[config.mk]
export PLATFORM = sky130hd
export DESIGN_NAME = uart_tx_fifo
export DESIGN_NICKNAME = d
export VERILOG_FILES = /design/src/rtl/uart_pkg.sv /design/src/rtl/uart_byte_fifo.sv /design/src/rtl/uart_tx_fifo.sv
export SDC_FILE = /design/constraint.sdc
export NUM_CORES = 1
export LEC_CHECK = 0
export CORE_UTILIZATION = 50
export DETAILED_ROUTE_END_ITERATION = 8
export MAX_ROUTING_LAYER = met4
export PLACE_DENSITY = 0.66
export RECOVER_POWER = 100
export SLEW_MARGIN = 20
export SYNTH_ARGS = -nofsm -noshare
export SYNTH_HDL_FRONTEND = slang
export SYNTH_SLANG_ARGS = --single-unit
[constraint.sdc]
create_clock -name clk -period 5.92 [get_ports clk]
set_input_delay 0.592 -clock clk [delete_from_list [all_inputs] [get_ports clk]]
set_output_delay 0.592 -clock clk [all_outputs]
set_load 0.01 [all_outputs]
[src/rtl/uart_pkg.sv]
// Shared UART definitions: data width and the transmit-issue FSM encoding.
package uart_pkg;

    localparam int UART_DATA_W = 8;

    typedef enum logic [1:0] {
        IDLE      = 2'd0,
        WAIT_BUSY = 2'd1,
        WAIT_DONE = 2'd2
    } tx_state_t;

endpackage

[src/rtl/uart_byte_fifo.sv]
// Synchronous byte FIFO: circular buffer with wrapping pointers, a separate
// occupancy counter, full/empty flags and a registered overflow pulse.
// A push is dropped when full, even if a pop happens in the same cycle.
module uart_byte_fifo
    import uart_pkg::*;
#(
    parameter  int DEPTH  = 16,
    localparam int ADDR_W = $clog2(DEPTH)
) (
    input  logic                   clk,
    input  logic                   rst,
    input  logic                   wr_en,
    input  logic [UART_DATA_W-1:0] wr_data,
    input  logic                   rd_en,
    output logic [UART_DATA_W-1:0] rd_data,
    output logic                   full,
    output logic                   empty,
    output logic [ADDR_W:0]        count,
    output logic                   overflow
);

    localparam logic [ADDR_W:0] FULL_CNT = (ADDR_W + 1)'(DEPTH);

    logic [UART_DATA_W-1:0] r_mem [DEPTH];
    logic [ADDR_W-1:0]      r_wr_ptr;
    logic [ADDR_W-1:0]      r_rd_ptr;
    logic [ADDR_W:0]        r_count;
    logic                   r_overflow;
    logic                   w_full;
    logic                   w_empty;
    logic                   w_push;
    logic                   w_pop;

    assign w_full  = (r_count == FULL_CNT);
    assign w_empty = (r_count == '0);
    assign w_push  = wr_en && !w_full;
    assign w_pop   = rd_en && !w_empty;

    // Storage write; contents need no reset because the pointers define validity.
    always_ff @(posedge clk) begin
        if (w_push) begin
            r_mem[r_wr_ptr] <= wr_data;
        end
    end

    // Pointers wrap naturally at DEPTH since DEPTH is a power of two.
    always_ff @(posedge clk) begin
        if (rst) begin
            r_wr_ptr <= '0;
            r_rd_ptr <= '0;
        end else begin
            if (w_push) r_wr_ptr <= r_wr_ptr + ADDR_W'(1);
            if (w_pop)  r_rd_ptr <= r_rd_ptr + ADDR_W'(1);
        end
    end

    // Occupancy counter; a simultaneous push and pop leaves it unchanged.
    always_ff @(posedge clk) begin
        if (rst) begin
            r_count <= '0;
        end else begin
            case ({w_push, w_pop})
                2'b10:   r_count <= r_count + (ADDR_W + 1)'(1);
                2'b01:   r_count <= r_count - (ADDR_W + 1)'(1);
                default: r_count <= r_count;
            endcase
        end
    end

    // One-cycle pulse the cycle after a push was dropped for lack of space.
    always_ff @(posedge clk) begin
        if (rst) r_overflow <= 1'b0;
        else     r_overflow <= wr_en && w_full;
    end

    assign rd_data  = r_mem[r_rd_ptr];
    assign full     = w_full;
    assign empty    = w_empty;
    assign count    = r_count;
    assign overflow = r_overflow;

endmodule

[src/rtl/uart_tx_fifo.sv]
// Byte queue and issue controller in front of the UART transmitter.
// Handshake: tx_start is a one-cycle registered request carrying tx_data; the
// transmitter acknowledges by raising tx_busy the following cycle and lowers it
// after the stop bit. A new tx_start is only issued from IDLE with tx_busy low,
// and tx_data is held until the next issue.
module uart_tx_fifo
    import uart_pkg::*;
#(
    parameter  int DEPTH  = 16,
    localparam int ADDR_W = $clog2(DEPTH)
) (
    input  logic                   clk,
    input  logic                   rst,
    input  logic                   wr_en,
    input  logic [UART_DATA_W-1:0] wr_data,
    output logic                   full,
    output logic                   empty,
    output logic [ADDR_W:0]        count,
    output logic                   overflow,
    output logic                   tx_start,
    output logic [UART_DATA_W-1:0] tx_data,
    input  logic                   tx_busy,
    output logic [1:0]             dbg_state
);

    tx_state_t              r_state;
    tx_state_t              w_next_state;
    logic                   w_pop;
    logic                   w_empty;
    logic [UART_DATA_W-1:0] w_head;
    logic                   r_tx_start;
    logic [UART_DATA_W-1:0] r_tx_data;

    uart_byte_fifo #(.DEPTH(DEPTH)) u_fifo (
        .clk      (clk),
        .rst      (rst),
        .wr_en    (wr_en),
        .wr_data  (wr_data),
        .rd_en    (w_pop),
        .rd_data  (w_head),
        .full     (full),
        .empty    (w_empty),
        .count    (count),
        .overflow (overflow)
    );

    // State register.
    always_ff @(posedge clk) begin
        if (rst) r_state <= IDLE;
        else     r_state <= w_next_state;
    end

    // Next-state: issue, wait for the transmitter to take it, wait for it to finish.
    always_comb begin
        w_next_state = r_state;
        case (r_state)
            IDLE:      if (!w_empty && !tx_busy) w_next_state = WAIT_BUSY;
            WAIT_BUSY: if (tx_busy)              w_next_state = WAIT_DONE;
            WAIT_DONE: if (!tx_busy)             w_next_state = IDLE;
            default:                             w_next_state = IDLE;
        endcase
    end

    // Output decode: the pop happens exactly on the IDLE-to-WAIT_BUSY transition.
    always_comb begin
        w_pop = 1'b0;
        if (r_state == IDLE && !w_empty && !tx_busy) w_pop = 1'b1;
    end

    // Registered transmitter request and held data byte.
    always_ff @(posedge clk) begin
        if (rst) begin
            r_tx_start <= 1'b0;
            r_tx_data  <= '0;
        end else begin
            r_tx_start <= w_pop;
            if (w_pop) r_tx_data <= w_head;
        end
    end

    assign empty     = w_empty;
    assign tx_start  = r_tx_start;
    assign tx_data   = r_tx_data;
    assign dbg_state = r_state;

endmodule

## Word level (Yosys, flattened, before mapping)

Memory sizes are Yosys's and may differ from the RTL's. A register that Yosys moved wholly into a read port is not among the register bits.
Index checks and enable logic that the tools add are counted.

| cells by class | value |
|---|---|
| add/sub/neg operators | 4 |
| equal/unequal tests | 8 |
| reductions and logical operators | 13 |
| muxes and demuxes | 8 |

Operator list:

| cell | number |
|---|---|
| 5-bit case mux with 2 select lines | 1 |
| 4-bit by 1-bit adder with 4-bit output (second input constant) | 2 |
| 1-bit logical AND | 6 |
| 2-bit two-way mux | 3 |
| 2-bit != test (second input constant) | 3 |
| 2-bit case mux with 3 select lines | 1 |
| 5-bit by 1-bit adder with 5-bit output (second input constant) | 1 |
| 5-bit == test (second input constant) | 1 |
| 5-bit logical NOT | 1 |
| 5-bit by 1-bit subtractor with 5-bit output (second input constant) | 1 |
| 2-bit by 1-bit == test with 1-bit output (second input constant) | 2 |
| 2-bit == test (second input constant) | 2 |
| 1-bit logical NOT | 3 |
| 1-bit two-way mux | 3 |
| 3-bit AND reduction | 1 |
| 2-bit logical NOT | 1 |
| 2-bit nonzero test | 1 |

| word-level totals | value |
|---|---|
| register bits after elaboration | 17 |
| memories kept | 1 |
| RAM bits | 128 |
| word-level logic and storage cells | 40 |
| input bits | 12 |

Memories:

| memory | words | width | read ports | clocked after memory_dff | write ports | line | RTL |
|---|---|---|---|---|---|---|---|
| u_fifo.r_mem | 16 | 8 | 1 | 1 | 1 | uart_byte_fifo.sv:24 | `logic [UART_DATA_W-1:0] r_mem [DEPTH];` |

## Depth between registers and ports, before layout

Gate-level depths: netlist of run 1.

| logic depth | value |
|---|---|
| depth after elaboration | 8 |
| depth in mapped cells | 10 |

## Hierarchy

Synthesis of run 1 repeated with hierarchy kept, for this count alone.

| unflattened totals | value |
|---|---|
| cells, all modules | 378 |
| area, all modules | 6377.4 um^2 |

Modules (own cells, without submodules):

| module | area each (um^2) | cells an instance | sequential area each (um^2) | instances |
|---|---|---|---|---|
| uart_byte_fifo | 5901.9 | 334 | 4204.0 | 1 |
| uart_tx_fifo | 475.5 | 44 | 220.2 | 1 |

## Worst setup path before layout of run 1

OpenSTA, ideal clock, no wires.

| timing | value |
|---|---|
| kind | reg-to-reg |
| from | register u_fifo.r_count[0] (netlist: u_fifo.count[0]) |
| to | register u_fifo.r_count[4] (netlist: u_fifo.count[4]) |
| required time | 5.799 ns |
| arrival | 2.772 ns |
| library setup time | 0.121 ns |
| setup slack | 3.027 ns |
| stages on the path, launching flop included | 10 |
| path buffers | 1 |
| path through | dfxtp_1 -> nor4_1 -> a21boi_0 -> clkbuf_1 -> ha_1 -> fa_1 -> a21o_1 -> a21oi_1 -> mux2i_1 -> mux2_2 |

| between the ends | value |
|---|---|
| longest elaborated chain between the ends | 8 |
| elaborated cells between the ends (all ways) | 15 |

Ends and longest elaborated chain:

| item | line | RTL |
|---|---|---|
| from (decl) | uart_byte_fifo.sv:27 | `logic [ADDR_W:0] r_count;` |
| from (signal assigned) | uart_byte_fifo.sv:63 | `2'b10: r_count <= r_count + (ADDR_W + 1)'(1);` |
| from (signal assigned) | uart_byte_fifo.sv:64 | `2'b01: r_count <= r_count - (ADDR_W + 1)'(1);` |
| from (signal assigned) | uart_byte_fifo.sv:65 | `default: r_count <= r_count;` |
| 5-bit logical NOT * | uart_byte_fifo.sv:35 | `assign w_empty = (r_count == '0);` |
| 1-bit logical NOT * | uart_byte_fifo.sv:37, uart_tx_fifo.sv:67 |  |
| 1-bit logical AND (2 in series) | uart_tx_fifo.sv:67 | `if (r_state == IDLE && !w_empty && !tx_busy) w_pop = 1'b1;` |
| 1-bit two-way mux | uart_tx_fifo.sv:67 |  |
| 1-bit logical AND * | uart_byte_fifo.sv:37 | `assign w_pop = rd_en && !w_empty;` |
| net u_fifo.w_pop | uart_byte_fifo.sv:32 | `logic w_pop;` |
| 2-bit by 1-bit == test with 1-bit output or 2-bit == test (tied branches) | uart_byte_fifo.sv:62 | `case ({w_push, w_pop})` |
| 5-bit case mux with 2 select lines or 2-bit nonzero test (tied branches) | -- |  |

Mark *: on every way through the listed nets, which the timed path passes. The rest lies on a longest branch.
A chain may end at the register's enable or synchronous reset.

## Final worst setup path of run 1

| timing | value |
|---|---|
| from | input tx_busy |
| to | register u_fifo.r_count[4] (netlist: u_fifo.count[4]) |

| between the ends | value |
|---|---|
| longest elaborated chain between the ends | 6 |
| elaborated cells between the ends (all ways) | 8 |

Ends and longest elaborated chain:

| item | line | RTL |
|---|---|---|
| from (decl) | uart_tx_fifo.sv:22 | `input logic tx_busy,` |
| 1-bit logical NOT * | uart_tx_fifo.sv:67 |  |
| 1-bit logical AND * | uart_tx_fifo.sv:67 |  |
| 1-bit two-way mux * | uart_tx_fifo.sv:67 |  |
| 1-bit logical AND * | uart_byte_fifo.sv:37 |  |
| 2-bit by 1-bit == test with 1-bit output or 2-bit == test (tied branches) | uart_byte_fifo.sv:62 |  |
| 5-bit case mux with 2 select lines or 2-bit nonzero test (tied branches) | -- |  |

Mark *: on every way between the ends. The rest lies on a longest branch, timed or not.

==> impl_metrics.csv, run 1 <==
group,metric,value,unit
drt,drt_iter0_drc,276,
die,std_cell_rows,40,
die,core_area,0.0120,mm²
die,die_h,113,µm
worst_setup_path,slowest_stage,"clkbuf_1",
timing,slew_violations,0,
place,dpl.hpwl,7750,µm
finish,fin_cells,572,
power_and_ir_drop,clkPwrFrac,37.9,%
clock_network,postCtsSetupRepairBufs,0,
worst_setup_path,rr_startpoint,"u_fifo.count[0]",
status,status,"complete, no violations",
yosys,ys_ff_latch,153,
hold_path,min_from,"tx_data[5]",
finish,drive_gt1_share,7.76,%
finish,design_area,0.00712,mm²
worst_setup_path,critPathBufInv,2,
grt,antenna_found_initial,0,
yosys,synth-edff-count,128,
timing,setup_viol,0,
drt,wl,12100,µm
die,die_area,0.0127,mm²
finish,antennaDiodeCount,0,
grt,grt_max_degree,57,
yosys,yosysWarnings,0,
timing,fmax,0.275,GHz
power_and_ir_drop,cellInternalPower,2150,µW
clock_network,root_buffer,"clkbuf_16",
worst_setup_path,crit_path_end,"u_fifo.count[4]",
finish,area_growth,16.2,%
run,cap_viol_max_count,0,
worst_setup_path,crit_path_start,"tx_busy",
power_and_ir_drop,combPwrFrac,17.1,%
timing,grt_setup_unrepaired,"no",
drt,postRouteAntennaNets,0,
worst_setup_path,crit_top_cell,"ha_1",
grt,grt.total_usage,21.4,%
clock_network,clock_path_buffers,2,
timing,tightest_slew,0.982,ns
yosys,synthCells,379,
die,ios,31,
worst_setup_path,start_kind,"input port",
finish,nNetsFinal,435,
clock_network,htreeDepth,4,
drt,via_per_inst,5.74,
power_and_ir_drop,p_switching,721,µW
power_and_ir_drop,peakVddDrop,0.227,mV
yosys,async_reset_ff_share,0,%
timing,period_share,61.5,%
worst_setup_path,required,6.23,ns
timing,setup_tns,0,ns
yosys,ys_seq_area_share,70.9,%
worst_setup_path,r2r-end,"u_fifo.count[4]",
worst_setup_path,reg2reg_setup_slack,2.41,ns
finish,layout_commonest_cell,"edfxtp_1",
clock_network,path_clk_slew,0.06,ns
yosys,synthesis.area,0.00613,mm²
place,portBuffers,30,
yosys,synth_ff_type,"edfxtp_1",
power_and_ir_drop,p_leak,0.00235,µW
die,start_util,51.2,%
place,placed_area,0.00656,mm²
finish,finish.utilization,59.5,%
grt,grt_overflow,0,
place,place_congestion,0.749,
power_and_ir_drop,p_seq_share,45.0,%
clock_network,hold_buffers,0,
timing,slew_headroom,32.8,%
drt,drcViolationCount,0,
drt,dr.pass1.iters,4,
yosys,syn-mean-instance-area,16.2,µm²
worst_setup_path,critical_path_arrival,3.95,ns
clock_network,cts_buffers,17,
hold_path,hp-class,"flip-flop to flip-flop",
clock_network,cts.sinks,153,
worst_setup_path,path_depth,10,
worst_setup_path,path_class,"input port to flip-flop",
yosys,syn_nets,401,
worst_setup_path,end_kind,"flip-flop",
timing,fin_skew,0.00637,ns
finish,final_cell_mix,"128 x edfxtp_1, 48 x mux2i_1, 38 x nor2_1",
yosys,synthDistinctLibCells,41,
grt,grt_first_pass_wirelength,18800,µm
die,die_w,113,µm
place,placedCellCount,541,
finish,n_fill_cell,882,
timing,hold_viol_final,0,
drt,vias,3286,
worst_setup_path,rr_worst_depth,9,
grt,grt_pass1_vias,3304,
hold_path,min_path_cells,2,
timing,finalCriticalPeriod,3.64,ns
worst_setup_path,crit_path_cell_trace,"dlygate4sd3_1 > nor3_1 > a21boi_0 > clkbuf_1 > ha_1 > ha_1 > a21o_1 > a21oi_1 > mux2i_1 > mux2_2",
power_and_ir_drop,p_sw_share,25.1,%
drt,wire_per_inst,21.2,µm
power_and_ir_drop,power,2870,µW
clock_network,cts_resized,0,
worst_setup_path,max_stage_delay,0.64,ns
power_and_ir_drop,powerDensity,403,mW/mm²
worst_setup_path,critPathMaxFanout,20,
worst_setup_path,cpLargestDelayFamily,"buffers and inverters",
clock_network,worstSkewPairLatency,0.42,ns
clock_network,cts_tree,"built",
Yosys cell counts (all sizes together) (5+ instances only):
master | instances | area (µm²)
a211oi | 7 | 52.6
dfxtp | 25 | 500
inv | 6 | 22.5
xnor2 | 5 | 43.8
mux2i | 48 | 480
a2111oi | 6 | 53.8
nor3 | 7 | 35.0
clkbuf | 11 | 41.3
o22ai | 22 | 138
nand2 | 5 | 18.8
xor2 | 5 | 43.8
buf | 11 | 71.3
edfxtp | 128 | 3840
mux4 | 10 | 259
nor2 | 38 | 143
ha | 9 | 113
state kept, by name, summed over array words and instances, names as in the netlist:
register and count:
tx_data 8, u_fifo.r_rd_ptr 4, u_fifo.r_mem 128, u_fifo.overflow 1, tx_start 1, u_fifo.count 5
dbg_state 2, u_fifo.r_wr_ptr 4
cell families (layout without fill, tap and decap cells):
logic type,Yosys count,count (layout),share of synthesized area (%)
AO/OA/AOI/OAI,50,50,5.78
XOR/XNOR,10,10,1.43
adder cells (fa/ha/maj),10,10,2.16
buffers and inverters,28,74,2.20
flip-flops,153,153,70.9
multiplexers,59,59,12.2
AND/OR/NAND/NOR,69,69,5.31
stage by stage:
stage / setup slack [ns] / hold WS [ns]
after floorplan: 3.03 / 0.518
after global routing: 2.02 / 0.520
after global placement: 2.55 / 0.490
after detailed placement: 2.46 / 0.496
after CTS: 2.68 / 0.504
final: 2.28 / 0.497
power groups by stage:
stage	logic (µW)	registers (µW)	clock network, µW
floorplan	297	1320	0
global placement	511	1310	0
detailed placement	520	1320	0
CTS	523	1290	1100
global route	543	1300	1140
finish	491	1290	1090
worst reg2reg max path, cell delays in order, from the launching register on:
cell	delay (ns)
dfxtp_1	0.37
nor4_1	0.65
a21boi_0	0.19
clkbuf_1	0.39
ha_1	0.44
fa_1	0.43
a21o_1	0.18
a21oi_1	0.18
mux2i_1	0.21
mux2_2	0.35
worst min path at each step:
stage                   endpoint  slack, ns
finish                tx_data[5]       0.50
global route        dbg_state[0]       0.52
CTS                   tx_data[6]       0.50
detailed placement    tx_data[6]       0.50
global placement    dbg_state[0]       0.49
floorplan             tx_data[1]       0.52
routing by layer:
| metal | vias to the layer above | track usage (%) | part of all wire, % |
|---|---|---|---|
| met4 | 0 | 8.80 | 1.6 |
| met2 | 87 | 32.6 | 48 |
| met5 | - | - | 0 |
| met3 | 10 | 5.14 | 5.9 |
| li1 | 1551 | - | - |
| met1 | 1638 | 27.7 | 44 |
cell type report:
type                       instances  area, µm²  share of cell area (%)
clock buffer                      19        433                    6.08
clock inverter                    12        156                    2.20
inverter                           6       22.5                   0.316
multi-input combinational        198       1650                    23.1
sequential                       153       4350                    61.0
tap                              147        184                    2.58
timing repair buffer              37        334                    4.69
No activity file was read; power rests on OpenSTA's default activity.
==> inputs of run 2 (changes only) <==
Settings changed: PLACE_DENSITY 0.66 to 0.69.
Clock period 5.92 ns to 2.95 ns, I/O delays scaled along.
==> run 2 against run 1 <==
Against the previous run: final cell count is 3.5% higher; critical path depth is 2 lower; core utilization is 0.70 points higher; via count is 0.70% higher.
==> impl_metrics.csv, run 2 (synthesis gave the netlist of run 1 again) <==
group,metric,value,unit
place,dp_slack,0.0385,ns
finish,final_cell_mix,"128 x edfxtp_1, 48 x mux2i_1, 38 x nor2_1",
timing,setup_tns,0,ns
worst_setup_path,critPathMaxFanout,4,
die,start_util,51.2,%
clock_network,cts_tree,"built",
clock_network,cts_buffers,17,
grt,grt_max_degree,57,
power_and_ir_drop,p_switching,1570,µW
clock_network,cts.sinks,153,
finish,layout_commonest_cell,"edfxtp_1",
die,ios,31,
hold_path,hp-class,"input port to flip-flop",
die,die_area,0.0127,mm²
power_and_ir_drop,p_sw_share,27.5,%
drt,postRouteAntennaNets,0,
run,cap_viol_max_count,0,
grt,antenna_found_initial,0,
power_and_ir_drop,clkPwrFrac,35.9,%
die,core_area,0.0120,mm²
timing,fin_ws,0.306,ns
finish,largest_register_ffs,128,
timing,fin_skew,0.00835,ns
power_and_ir_drop,combPwrFrac,18.5,%
power_and_ir_drop,power,5700,µW
place,dpl.hpwl,7950,µm
clock_network,path_clk_slew,0.06,ns
timing,finalCriticalPeriod,2.64,ns
drt,drcViolationCount,0,
clock_network,postCtsSetupRepairBufs,0,
power_and_ir_drop,p_seq_share,45.5,%
power_and_ir_drop,cellInternalPower,4130,µW
clock_network,htreeDepth,4,
finish,drive_gt1_share,9.89,%
finish,nNetsFinal,454,
drt,vias,3309,
timing,hold_viol_final,0,
worst_setup_path,end_kind,"flip-flop",
timing,grt_setup_unrepaired,"no",
worst_setup_path,path_class,"flip-flop to flip-flop",
drt,via_per_inst,5.59,
worst_setup_path,critical_path_arrival,2.96,ns
die,die_w,113,µm
finish,top_register,"u_fifo.r_mem",
timing,period_share,89.6,%
worst_setup_path,start_kind,"flip-flop",
worst_setup_path,required,3.26,ns
power_and_ir_drop,peakVddDrop,0.509,mV
timing,slew_headroom,47.3,%
finish,finish.utilization,60.2,%
grt,grt.total_usage,21.3,%
clock_network,cts_resized,0,
drt,drt_iter0_drc,285,
power_and_ir_drop,powerDensity,791,mW/mm²
timing,slew_violations,0,
power_and_ir_drop,p_leak,0.00237,µW
finish,area_growth,17.5,%
grt,grt_overflow,0,
drt,dr.pass1.iters,5,
clock_network,clock_path_buffers,2,
drt,wire_per_inst,20.1,µm
place,portBuffers,30,
status,status,"complete, no violations",
timing,fmax,0.378,GHz
timing,setup_viol,0,
die,die_h,113,µm
grt,grt_pass1_vias,3371,
clock_network,root_buffer,"clkbuf_16",
timing,tightest_slew,0.771,ns
clock_network,worstSkewPairLatency,0.42,ns
place,place_congestion,0.820,
clock_network,hold_buffers,0,
grt,grt_first_pass_wirelength,18500,µm
die,std_cell_rows,40,
finish,antennaDiodeCount,0,
drt,wl,11900,µm
## run 2: critical path, stage by stage (launching register included)
cell      delay, ns
dfxtp_1        0.34
nor3_1         0.36
a21boi_0       0.34
ha_1           0.27
clkbuf_1       0.21
ha_1           0.29
a21oi_1        0.17
mux2i_1        0.21
mux2_2         0.34
## run 2: through the flow
step / hold WS, ns / std cells / instance area (µm²)
global placement: 0.485 / 560 / 6710
global route: 0.498 / 592 / 7200
detailed placement: 0.504 / 560 / 6710
CTS: 0.497 / 592 / 7280
finish: 0.504 / 592 / 7200
floorplan: 0.374 / 379 / 6130
## run 2: per-layer routing
layer | share of wire [%] | vias up | GRT usage, %
li1 | - | 1584 | -
met1 | 42 | 1605 | 27.7
met2 | 48 | 106 | 32.4
met3 | 8.7 | 14 | 6.43
met4 | 1.1 | 0 | 6.49
met5 | 0 | - | -
## run 2: worst paths after layout
path | from | end | slack [ns] | cells after the start
max | dbg_state[1] | u_fifo.count[4] | 0.31 | 8
min | tx_busy | dbg_state[0] | 0.50 | 2
max reg2reg | dbg_state[1] | u_fifo.count[4] | 0.31 | 8
min reg2reg | tx_data[1] | tx_data[1] | 0.50 | 2
## run 2: power groups by stage
stage	Clock [µW]	Sequential, µW	Combinational, µW
3_3_place_gp	0	2640	1120
6_report	2050	2590	1060
4_1_cts	2080	2600	1150
5_1_grt	2190	2620	1150
3_5_place_dp	0	2650	1140
2_1_floorplan	0	2660	596
## run 2: layout make-up
cell class | count | area (µm²)
clock buffer | 17 | 425
clock inverter | 15 | 141
fill | 914 | 4760
inverter | 6 | 22.5
multi-input combinational | 198 | 1650
sequential | 153 | 4350
tap | 147 | 184
timing repair buffer | 56 | 437
==> inputs of run 3 (changes only) <==
Settings changed: GPL_ROUTABILITY_DRIVEN set to 0.
==> results of run 3 <==
No change in the layout: final DEF, timing and power equal those of run 2.
